## src/rtl/regfile_scan_pkg.sv

```systemverilog
// Shared types and helpers for the register-file scan master.
// Frame layout, LSB first: op, addr, turnaround, data.
`ifndef WORD_LENGTH
`define WORD_LENGTH 32
`endif

package regfile_scan_pkg;

   localparam logic OP_READ  = 1'b0;
   localparam logic OP_WRITE = 1'b1;

   typedef enum logic [0:0] {
      IDLE  = 1'b0,
      SHIFT = 1'b1
   } state_t;

   function automatic int frame_len(input int addr_w, input int width);
      return addr_w + width + 32'sd2;
   endfunction

endpackage

```

## src/rtl/scan_phase_gen.sv

```systemverilog
// Shift-clock timing for one scan frame: HALF-cycle phases, sClock level and bit index.
// The pulses are combinational and describe the clk edge about to happen.
module scan_phase_gen #(
   parameter int HALF  = 2,
   parameter int NBITS = 38
) (
   input  logic clk,
   input  logic rst,
   input  logic start,
   input  logic active,
   input  logic kill,
   output logic sclk,
   output logic low_start,
   output logic high_end,
   output logic last_bit
);

   localparam int BW = $clog2(NBITS + 1);

   logic [7:0]    phase_r;
   logic          level_r;
   logic [BW-1:0] bit_r;
   logic          phase_end_s;
   logic          last_idx_s;

   // Decode the edge type from the current phase, level and bit index.
   always_comb begin
      phase_end_s = active && (phase_r == 8'(HALF - 1));
      last_idx_s  = (bit_r == BW'(NBITS - 1));
      high_end    = phase_end_s && level_r;
      last_bit    = high_end && last_idx_s;
      low_start   = high_end && !last_idx_s;
   end

   // Phase/bit counters; they restart at acceptance and never count past the frame.
   always_ff @(posedge clk or negedge rst) begin
      if (!rst) begin
         phase_r <= 8'd0;
         level_r <= 1'b0;
         bit_r   <= '0;
      end else if (start) begin
         phase_r <= 8'd0;
         level_r <= 1'b0;
         bit_r   <= '0;
      end else if (!active || kill) begin
         phase_r <= 8'd0;
         level_r <= 1'b0;
         bit_r   <= '0;
      end else if (phase_end_s) begin
         phase_r <= 8'd0;
         level_r <= ~level_r;
         if (level_r) begin
            bit_r <= last_idx_s ? '0 : bit_r + BW'(1);
         end else begin
            bit_r <= bit_r;
         end
      end else begin
         phase_r <= phase_r + 8'd1;
         level_r <= level_r;
         bit_r   <= bit_r;
      end
   end

   assign sclk = level_r;

endmodule

```

## src/rtl/regfile_scan_master.sv

```systemverilog
// Initiator end of the register-file shift interface: serializes one read or
// write frame per request and deserializes read data back into rData.
module regfile_scan_master
   import regfile_scan_pkg::*;
#(
   parameter int ADDR_W = 4,
   parameter int WIDTH  = `WORD_LENGTH,
   parameter int HALF   = 2
) (
   input  logic              clk,
   input  logic              rst,
   input  logic              req,
   input  logic              op,
   input  logic [ADDR_W-1:0] addr,
   input  logic [WIDTH-1:0]  wData,
   input  logic              abort,
   output logic              busy,
   output logic              done,
   output logic [WIDTH-1:0]  rData,
   output logic              sClock,
   output logic              sEnable,
   output logic              sIn,
   input  logic              sOut
);

   localparam int N = frame_len(ADDR_W, WIDTH);

   state_t           state_r;
   state_t           state_nxt_s;
   logic             accept_s;
   logic             finish_s;
   logic             low_start_s;
   logic             high_end_s;
   logic             last_bit_s;
   logic             op_r;
   logic [N-1:0]     frame_r;
   logic [N-1:0]     frame_init_s;
   logic [WIDTH-1:0] cap_r;
   logic [WIDTH-1:0] cap_nxt_s;

   scan_phase_gen #(
      .HALF  (HALF),
      .NBITS (N)
   ) u_phase (
      .clk       (clk),
      .rst       (rst),
      .start     (accept_s),
      .active    (state_r == SHIFT),
      .kill      (abort),
      .sclk      (sClock),
      .low_start (low_start_s),
      .high_end  (high_end_s),
      .last_bit  (last_bit_s)
   );

   // Abort beats both a new request and a normal finish on the same edge.
   always_comb begin
      accept_s     = (state_r == IDLE) && req && !abort;
      finish_s     = last_bit_s && !abort;
      cap_nxt_s    = {sOut, cap_r[WIDTH-1:1]};
      frame_init_s = {((op == OP_WRITE) ? wData : {WIDTH{1'b0}}), 1'b0, addr, op};
      state_nxt_s  = state_r;
      case (state_r)
         IDLE: begin
            if (accept_s) begin
               state_nxt_s = SHIFT;
            end else begin
               state_nxt_s = IDLE;
            end
         end
         SHIFT: begin
            if (abort || finish_s) begin
               state_nxt_s = IDLE;
            end else begin
               state_nxt_s = SHIFT;
            end
         end
         default: state_nxt_s = IDLE;
      endcase
   end

   // FSM state register.
   always_ff @(posedge clk or negedge rst) begin
      if (!rst) begin
         state_r <= IDLE;
      end else begin
         state_r <= state_nxt_s;
      end
   end

   // Frame shifter and serial-side outputs; sIn only moves at a low-phase start.
   always_ff @(posedge clk or negedge rst) begin
      if (!rst) begin
         busy    <= 1'b0;
         sEnable <= 1'b0;
         sIn     <= 1'b0;
         op_r    <= OP_READ;
         frame_r <= '0;
      end else if (accept_s) begin
         busy    <= 1'b1;
         sEnable <= 1'b1;
         sIn     <= frame_init_s[0];
         op_r    <= op;
         frame_r <= frame_init_s;
      end else if ((state_r == SHIFT) && (abort || finish_s)) begin
         busy    <= 1'b0;
         sEnable <= 1'b0;
         sIn     <= 1'b0;
         op_r    <= op_r;
         frame_r <= '0;
      end else if (low_start_s) begin
         busy    <= busy;
         sEnable <= sEnable;
         sIn     <= frame_r[1];
         op_r    <= op_r;
         frame_r <= {1'b0, frame_r[N-1:1]};
      end else begin
         busy    <= busy;
         sEnable <= sEnable;
         sIn     <= sIn;
         op_r    <= op_r;
         frame_r <= frame_r;
      end
   end

   // Capture every sample; after the last bit only the data field remains.
   always_ff @(posedge clk or negedge rst) begin
      if (!rst) begin
         cap_r <= '0;
      end else if (high_end_s) begin
         cap_r <= cap_nxt_s;
      end else begin
         cap_r <= cap_r;
      end
   end

   // Completion pulse and read-data update.
   always_ff @(posedge clk or negedge rst) begin
      if (!rst) begin
         done  <= 1'b0;
         rData <= '0;
      end else begin
         done <= finish_s;
         if (finish_s && (op_r == OP_READ)) begin
            rData <= cap_nxt_s;
         end else begin
            rData <= rData;
         end
      end
   end

endmodule
```

## config.mk

```make
export PLATFORM = sky130hd
export DESIGN_NAME = regfile_scan_master
export DESIGN_NICKNAME = d
export VERILOG_FILES = /design/src/rtl/regfile_scan_pkg.sv /design/src/rtl/scan_phase_gen.sv /design/src/rtl/regfile_scan_master.sv
export SDC_FILE = /design/constraint.sdc
export NUM_CORES = 1
export LEC_CHECK = 0
export CORE_ASPECT_RATIO = 0.6
export CORE_MARGIN = 4
export CORE_UTILIZATION = 25
export DETAILED_ROUTE_END_ITERATION = 10
export GPL_ROUTABILITY_DRIVEN = 0
export GPL_TIMING_DRIVEN = 0
export PLACE_DENSITY_LB_ADDON = 0.08
export SYNTH_ARGS = -nofsm -noshare
export SYNTH_HDL_FRONTEND = slang
export SYNTH_SLANG_ARGS = --single-unit
```

## constraint.sdc

```tcl
create_clock -name clk -period 5.85 [get_ports clk]
set_input_delay 1.17 -clock clk [delete_from_list [all_inputs] [get_ports clk]]
set_output_delay 1.17 -clock clk [all_outputs]
set_load 0.1 [all_outputs]
```

## Word-level counts from Yosys, hierarchy flattened

Index checks and enable logic that the tools add are counted.

- Add/subtract/negate cells: 2
- $mul: 0
- Divide/modulo/power cells: 0
- Order comparisons: 0
- Equal/unequal tests: 2
- Shifts and indexed selects: 0
- Muxes and demuxes: 23
- Bitwise operators: 3
- Reduce and logical (&&, ||, !) cells: 19

Operator list:

| kind | count |
|---|---|
| 38-bit two-way mux | 3 |
| 32-bit two-way mux | 1 |
| 6-bit two-way mux | 5 |
| 8-bit two-way mux | 3 |
| 1-bit two-way mux | 10 |
| 1-bit logical AND | 9 |
| 3-bit nonzero test | 3 |
| 8-bit by 1-bit adder with 8-bit output, second input constant | 1 |
| 8-bit by 1-bit equality test with 1-bit output, second input constant | 1 |
| 6-bit by 1-bit adder with 6-bit output, second input constant | 1 |
| 6-bit equality test, second input constant | 1 |
| 1-bit logical NOT | 3 |
| 1-bit NOT | 3 |
| 1-bit logical OR | 2 |
| 1-bit one-hot mux with 2 select lines | 1 |
| 2-bit AND reduction | 1 |
| 2-bit nonzero test | 1 |

- Flip-flop bits (word level): 122
- Bits in latches: 0
- Memory bits (writable): 0
- ROM bits: 0
- Bits of input ports: 42
- Output and inout bits: 37
- Word-level logic and storage cells: 60
- Memories kept: 0

## Longest topological paths before layout

Gate-level depths: netlist of run 1.

- Depth after elaboration: 9
- Depth in mapped cells: 8
- Gate-level depth less buffers: 6

## Hierarchy

Synthesis of run 1 repeated with hierarchy kept, for this count alone.

- Cells, all modules: 440
- Area total of the unflattened synthesis: 5,420.2 um^2

By module, submodules not included:

| module | instances | cells an instance | area each (um^2) | seq. area each (um^2) |
|---|---|---|---|---|
| regfile_scan_master | 1 | 358 | 4,610.7 | 2,627.5 |
| scan_phase_gen | 1 | 82 | 809.5 | 375.4 |

## Least setup slack after synthesis of run 1

Ideal clock, no wire load.

- Path type: input to register
- Start: in req
- End: reg frame_r[10]
- Library setup time: 0.078 ns
- Data arrival time: 2.482 ns
- Required time: 5.772 ns
- Path slack: 3.290 ns
- Stages on the path: 6
- Buffers on the path: 2
- Path through: nor3b_1 > a311o_1 > buf_2 > clkbuf_1 > o32ai_1 > a21oi_1

- Cells in the longest elaborated chain, start to end: 3
- Elaborated cells on any way between the ends: 4
- Classes of those cells: mux: 1; reduce/logical: 3

RTL lines:

| element | line | source |
|---|---|---|
| start: declaration | regfile_scan_master.sv:12 | `input logic req,` |
| 1-bit logical AND (*) (2 in series) | regfile_scan_master.sv:58 | `accept_s = (state_r == IDLE) && req && !abort;` |
| 3-bit nonzero test (no source line) / 38-bit two-way mux (equally long branches) | n/a |  |
| end signal: assignment | regfile_scan_master.sv:104 | `frame_r <= frame_init_s;` |
| end signal: assignment | regfile_scan_master.sv:116 | `frame_r <= {1'b0, frame_r[N-1:1]};` |
| end signal: assignment | regfile_scan_master.sv:122 | `frame_r <= frame_r;` |
| end: declaration | regfile_scan_master.sv:36 | `logic [N-1:0] frame_r;` |

Mark *: on every way between the ends. The rest lies on a longest branch, timed or not.
A chain may end at the register's enable or synchronous reset.

## Worst setup path after layout of run 1

- Start: in abort
- End: reg frame_r[29]

- Cells in the longest elaborated chain, start to end: 6
- Elaborated cells on any way between the ends: 8
- Classes of those cells: mux: 2; reduce/logical: 6

RTL lines:

| element | line | source |
|---|---|---|
| start: declaration | regfile_scan_master.sv:16 | `input logic abort,` |
| 1-bit logical NOT | regfile_scan_master.sv:58, regfile_scan_master.sv:59 |  |
| 1-bit logical AND | regfile_scan_master.sv:59 | `finish_s = last_bit_s && !abort;` |
| 1-bit logical OR | regfile_scan_master.sv:105 | `end else if ((state_r == SHIFT) && (abort \|\| finish_s)) begin` |
| 1-bit logical AND | regfile_scan_master.sv:105 |  |
| 38-bit two-way mux | regfile_scan_master.sv:105 |  |
| 38-bit two-way mux | regfile_scan_master.sv:99 | `end else if (accept_s) begin` |

Several ways; a longest one is shown, not always the timed one.

==> results of run 1 <==
worst max-delay path, delay by kind of cell:
family,cells,cell delay (ps)
AOI/OAI and AO/OA,3,600
and+or+nand+nor,1,340
buffers and inverters,3,1480
cell type report:
class	count	area, sq um
clock inverter	14	176
buffer	34	156
sequential	120	3000
clock buffer	17	425
fill	2063	13300
multi-input combinational	313	1990
timing repair buffer	79	810
inverter	5	18.8
tap	273	342
cell usage after synthesis (all sizes together):
| cell type | instances |
|---|---|
| clkbuf | 27 |
| inv | 5 |
| nor2 | 10 |
| o21ai | 4 |
| buf | 7 |
| or3 | 2 |
| nand3b | 1 |
| a21oi | 43 |
| a41oi | 1 |
| nand4 | 1 |
| nor4b | 2 |
| a211oi | 2 |
| a311o | 1 |
| nor2b | 1 |
| nor3 | 1 |
| o32ai | 36 |
| and3 | 5 |
| nand2b | 1 |
| dfrtp | 120 |
| nor3b | 3 |
| or4 | 2 |
| and2 | 4 |
| xor2 | 5 |
| nand3 | 10 |
| nand2 | 136 |
| o211ai | 1 |
| mux2 | 33 |
| a31oi | 1 |
| ha | 4 |
| xnor2 | 2 |
| o22ai | 1 |
path summary, 6_finish.rpt:
| path | cells past startpoint | slack, ps | to |
|---|---|---|---|
| worst max-delay path | 7 | 2500 | frame_r[29]$_DFFE_PN0P_ |
| worst min-delay path | 2 | 480 | cap_r[1]$_DFFE_PN0N_ |
| worst max register to register | 8 | 3190 | frame_r[29]$_DFFE_PN0P_ |
| worst min register to register | 2 | 480 | cap_r[1]$_DFFE_PN0N_ |
| min in group asynchronous | 1 | 620 | frame_r[19]$_DFFE_PN0P_ |
| max in group asynchronous | 2 | 4440 | u_phase.bit_r[1]$_DFFE_PN0P_ |
where the power goes:
part / internal [W] / switching, W / total [W]
logic: 0.0000725 / 0.000103 / 0.000176
registers: 0.000879 / 0.0000303 / 0.000909
clock network: 0.000671 / 0.000401 / 0.00107
per-stage QoR:
| stage | hold WS [ps] | worst slack (ps) | std cells |
|---|---|---|---|
| after floorplan | 440 | 3290 | 472 |
| after global placement | 467 | -1370 | 823 |
| after detailed placement | 463 | 2060 | 824 |
| after CTS | 477 | 2490 | 855 |
| after global routing | 515 | 2170 | 855 |
| final | 475 | 2500 | 855 |
state kept, by name, indices dropped and copies added, names as in the netlist:
register and count:
done 1, u_phase.sclk 1, op_r 1, u_phase.bit_r 6, frame_r 38, u_phase.phase_r 8
rData 32, state_r 1, sEnable 1, cap_r 31
per-layer routing:
metal / up-vias / GRT usage (%)
met5: - / 0
met4: 0 / 2.52
met2: 53 / 15.8
li1: 1842 / -
met1: 1837 / 17.6
met3: 2 / 3.48
logic make-up (layout without fill, tap and decap cells):
logic type / after synthesis / after routing
AND/OR/NAND/NOR: 179 / 179
AO/OA/AOI/OAI: 90 / 90
flip-flops: 120 / 120
multiplexers: 33 / 33
buffers and inverters: 39 / 149
XOR/XNOR: 7 / 7
adder cells (fa/ha/maj): 4 / 4
==> impl_table.tex, run 1 <==
\begin{tabular}{lr}
\hline
Metric & Value \\
\hline
\multicolumn{2}{l}{\textbf{Synthesis}} \\
\quad Top cell type by total area after synthesis & sky130\_fd\_sc\_hd\_\_dfrtp\_1 \\
\quad Netlist area before placement & 0.00517 sq mm \\
\quad Synthesized-area fraction occupied by and/or/nand/nor cells & 15.3\% \\
\quad Proportion of synthesized chip area in sequential cells & 58.1\% \\
\quad Xor and xnor area share after synthesis & 1.19\% \\
\quad Yosys cell types & 37 \\
\quad Net count after synthesis & 518 \\
\quad Area fraction of the dominant cell type after synthesis & 58.1\% \\
\quad Number of cells produced by synthesis & 472 \\
\quad Top post-synthesis cells by area & sky130\_fd\_sc\_hd\_\_dfrtp\_1, sky130\_fd\_sc\_hd\_\_nand2\_1, sky130\_fd\_sc\_hd\_\_mux2\_4 \\
\quad Share of synthesized area spent on multiplexers & 9.37\% \\
\quad Synthesis Warnings & 0 \\
\quad Dominant combinational cell family by area after synthesis & simple AND/OR/NAND/NOR gates \\
\quad Mean post-synth cell area & 10.9 sq um \\
\quad Adder-cell share of the synthesized area & 0.969\% \\
\quad Yosys reg bits & 120 \\
\quad Compound-gate portion of the synthesized area & 11.7\% \\
\multicolumn{2}{l}{\textbf{Critical path}} \\
\quad Launch instance of the worst register-to-register path & u\_phase.phase\_r[1]\$\_DFF\_PN0\_ \\
\quad Data required time at the worst endpoint & 6110 ps \\
\quad Worst setup path startpoint & abort \\
\quad Arrival time at the worst endpoint & 3610 ps \\
\quad Kind of end point of the critical path & flip-flop \\
\quad Largest stage delay on the critical path & 610 ps \\
\quad Startpoint-to-endpoint class of the critical path & input pin to flip-flop \\
\quad Critical path startpoint category & input pin \\
\quad Series of cell instances along the critical path & clkdlybuf4s50\_1 > nand2b\_1 > a31oi\_1 > a211oi\_1 > clkbuf\_1 > clkbuf\_1 > a21oi\_1 \\
\quad Most used cell along the critical path & sky130\_fd\_sc\_hd\_\_clkbuf\_1 \\
\quad Critical Path Slowest Stage Cell & sky130\_fd\_sc\_hd\_\_clkdlybuf4s50\_1 \\
\quad Peak fanout along the critical path & 10 \\
\multicolumn{2}{l}{\textbf{Clock tree}} \\
\quad Root buf cell & sky130\_fd\_sc\_hd\_\_clkbuf\_16 \\
\quad \# resized after CTS & 0 \\
\quad H-tree levels & 4 \\
\quad CTS sink count & 120 \\
\quad Reg clk slew, reported paths & 50 ps \\
\quad Post-CTS Hold Buffers & 0 \\
\quad Clock insertion delay at the later pin of the skew report & 400 ps \\
\quad CTS tree & done \\
\quad Number of setup buffers added after CTS & 0 \\
\quad Buffer depth of the longest clock path & 2 \\
\quad Clock buffers created by TritonCTS & 17 \\
\multicolumn{2}{l}{\textbf{Detailed routing}} \\
\quad Wire length on met2 & 5410 microns \\
\quad Routed met3 length & 456 microns \\
\quad Via count & 3734 \\
\quad Wire length per cell & 15.0 microns \\
\quad Iteration-0 DRC Markers & 231 \\
\quad Drc violations & 0 \\
\quad Vias per cell & 4.37 \\
\quad Uppermost layer routed & met4 \\
\quad M1 WL & 6950 microns \\
\quad Detail Route Antenna Nets & 0 \\
\quad Wirelength, routed & 12900 microns \\
\quad Number of optimization iterations in the first detailed-route pass & 5 \\
\multicolumn{2}{l}{\textbf{GRT}} \\
\quad Number of antenna violations at the first check in global routing & 0 \\
\quad Aggregate global routing overflow & 0 \\
\quad Global-route wire length before repair & 21400 microns \\
\quad Total track usage & 11.5\% \\
\quad Largest net degree at the start of global routing & 95 \\
\quad Via count of the first global-routing pass & 3861 \\
\multicolumn{2}{l}{\textbf{STA}} \\
\quad Setup Skew & 11.6 ps \\
\quad Worst-margin pin slew & 1010 ps \\
\quad Setup repair after global routing missed its margin & false \\
\quad Max Clock Freq & 298 MHz \\
\quad Number of hold-slack violations in the final timing report & 0 \\
\quad Final-report setup violation count & 0 \\
\quad Slew headroom & 32.2\% \\
\quad Final Cycle Share & 57.3\% \\
\quad Total negative slack for setup checks & 0 ps \\
\quad Max-slew violation count & 0 \\
\quad Fin crit period & 3350 ps \\
\multicolumn{2}{l}{\textbf{Worst hold path}} \\
\quad Hold/Removal Path Class & flip-flop to flip-flop \\
\quad Worst Min Path Start & cap\_r[1]\$\_DFFE\_PN0N\_ \\
\multicolumn{2}{l}{\textbf{Final layout}} \\
\quad Number of diodes & 0 \\
\quad Non-Filler Cell Area, Final & 0.00692 sq mm \\
\quad Utilization after layout & 34.3\% \\
\quad Commonest non-fill, non-tap cell in the layout & sky130\_fd\_sc\_hd\_\_nand2\_1 \\
\quad Area Overhead vs Synth & 33.9\% \\
\quad Share of post-route cells with drive strength above 1 & 12.9\% \\
\quad Layout net count & 616 \\
\quad Commonest cells after routing, fill and taps aside & sky130\_fd\_sc\_hd\_\_nand2\_1, sky130\_fd\_sc\_hd\_\_dfrtp\_1, sky130\_fd\_sc\_hd\_\_clkdlybuf4s50\_1 \\
\multicolumn{2}{l}{\textbf{Power and ir drop}} \\
\quad Worst IR drop on VDD & 0.195 mV \\
\quad Total Power & 0.00216 W \\
\quad Power per cell area & 312 mW/mm\^{}2 \\
\quad Leak Pwr & 3.11 nW \\
\multicolumn{2}{l}{\textbf{Floorplan}} \\
\quad Overall die area & 0.0231 sq mm \\
\quad Die extent in x & 194 microns \\
\quad Initial standard-cell utilization of the core & 25.6\% \\
\quad Count of boundary I/O pins & 79 \\
\quad Std-Cell Rows & 40 \\
\quad Die H & 119 microns \\
\quad Core area & 0.0202 sq mm \\
\multicolumn{2}{l}{\textbf{Placed design}} \\
\quad Post-DP HPWL & 8870 microns \\
\quad IO buf count & 78 \\
\quad Placement Cell Area & 0.00632 sq mm \\
\multicolumn{2}{l}{\textbf{Job}} \\
\quad Max-cap viol count & 0 \\
\multicolumn{2}{l}{\textbf{Status}} \\
\quad Status & completed \\
\hline
\end{tabular}
Note: power is estimated with default switching activity, not from simulation.
==> inputs of run 2 (changes only) <==
clock period = 3.2 ns   (was 5.85 ns; I/O delays follow)
==> results of run 2 <==
Same layout as run 1 (identical final DEF). Status: completed.
Among the figures that moved: setup slack after placement 2060 ps -> -59.6 ps; clock-pin slew on the worst setup and hold paths 50 ps -> 60 ps; setup slack after layout 2500 ps -> 379 ps; hold slack 475 ps -> 91.9 ps; register-to-register setup slack 3190 ps -> 540 ps; total power 0.00216 W -> 0.00394 W; worst IR drop on VDD 0.195 mV -> 0.356 mV
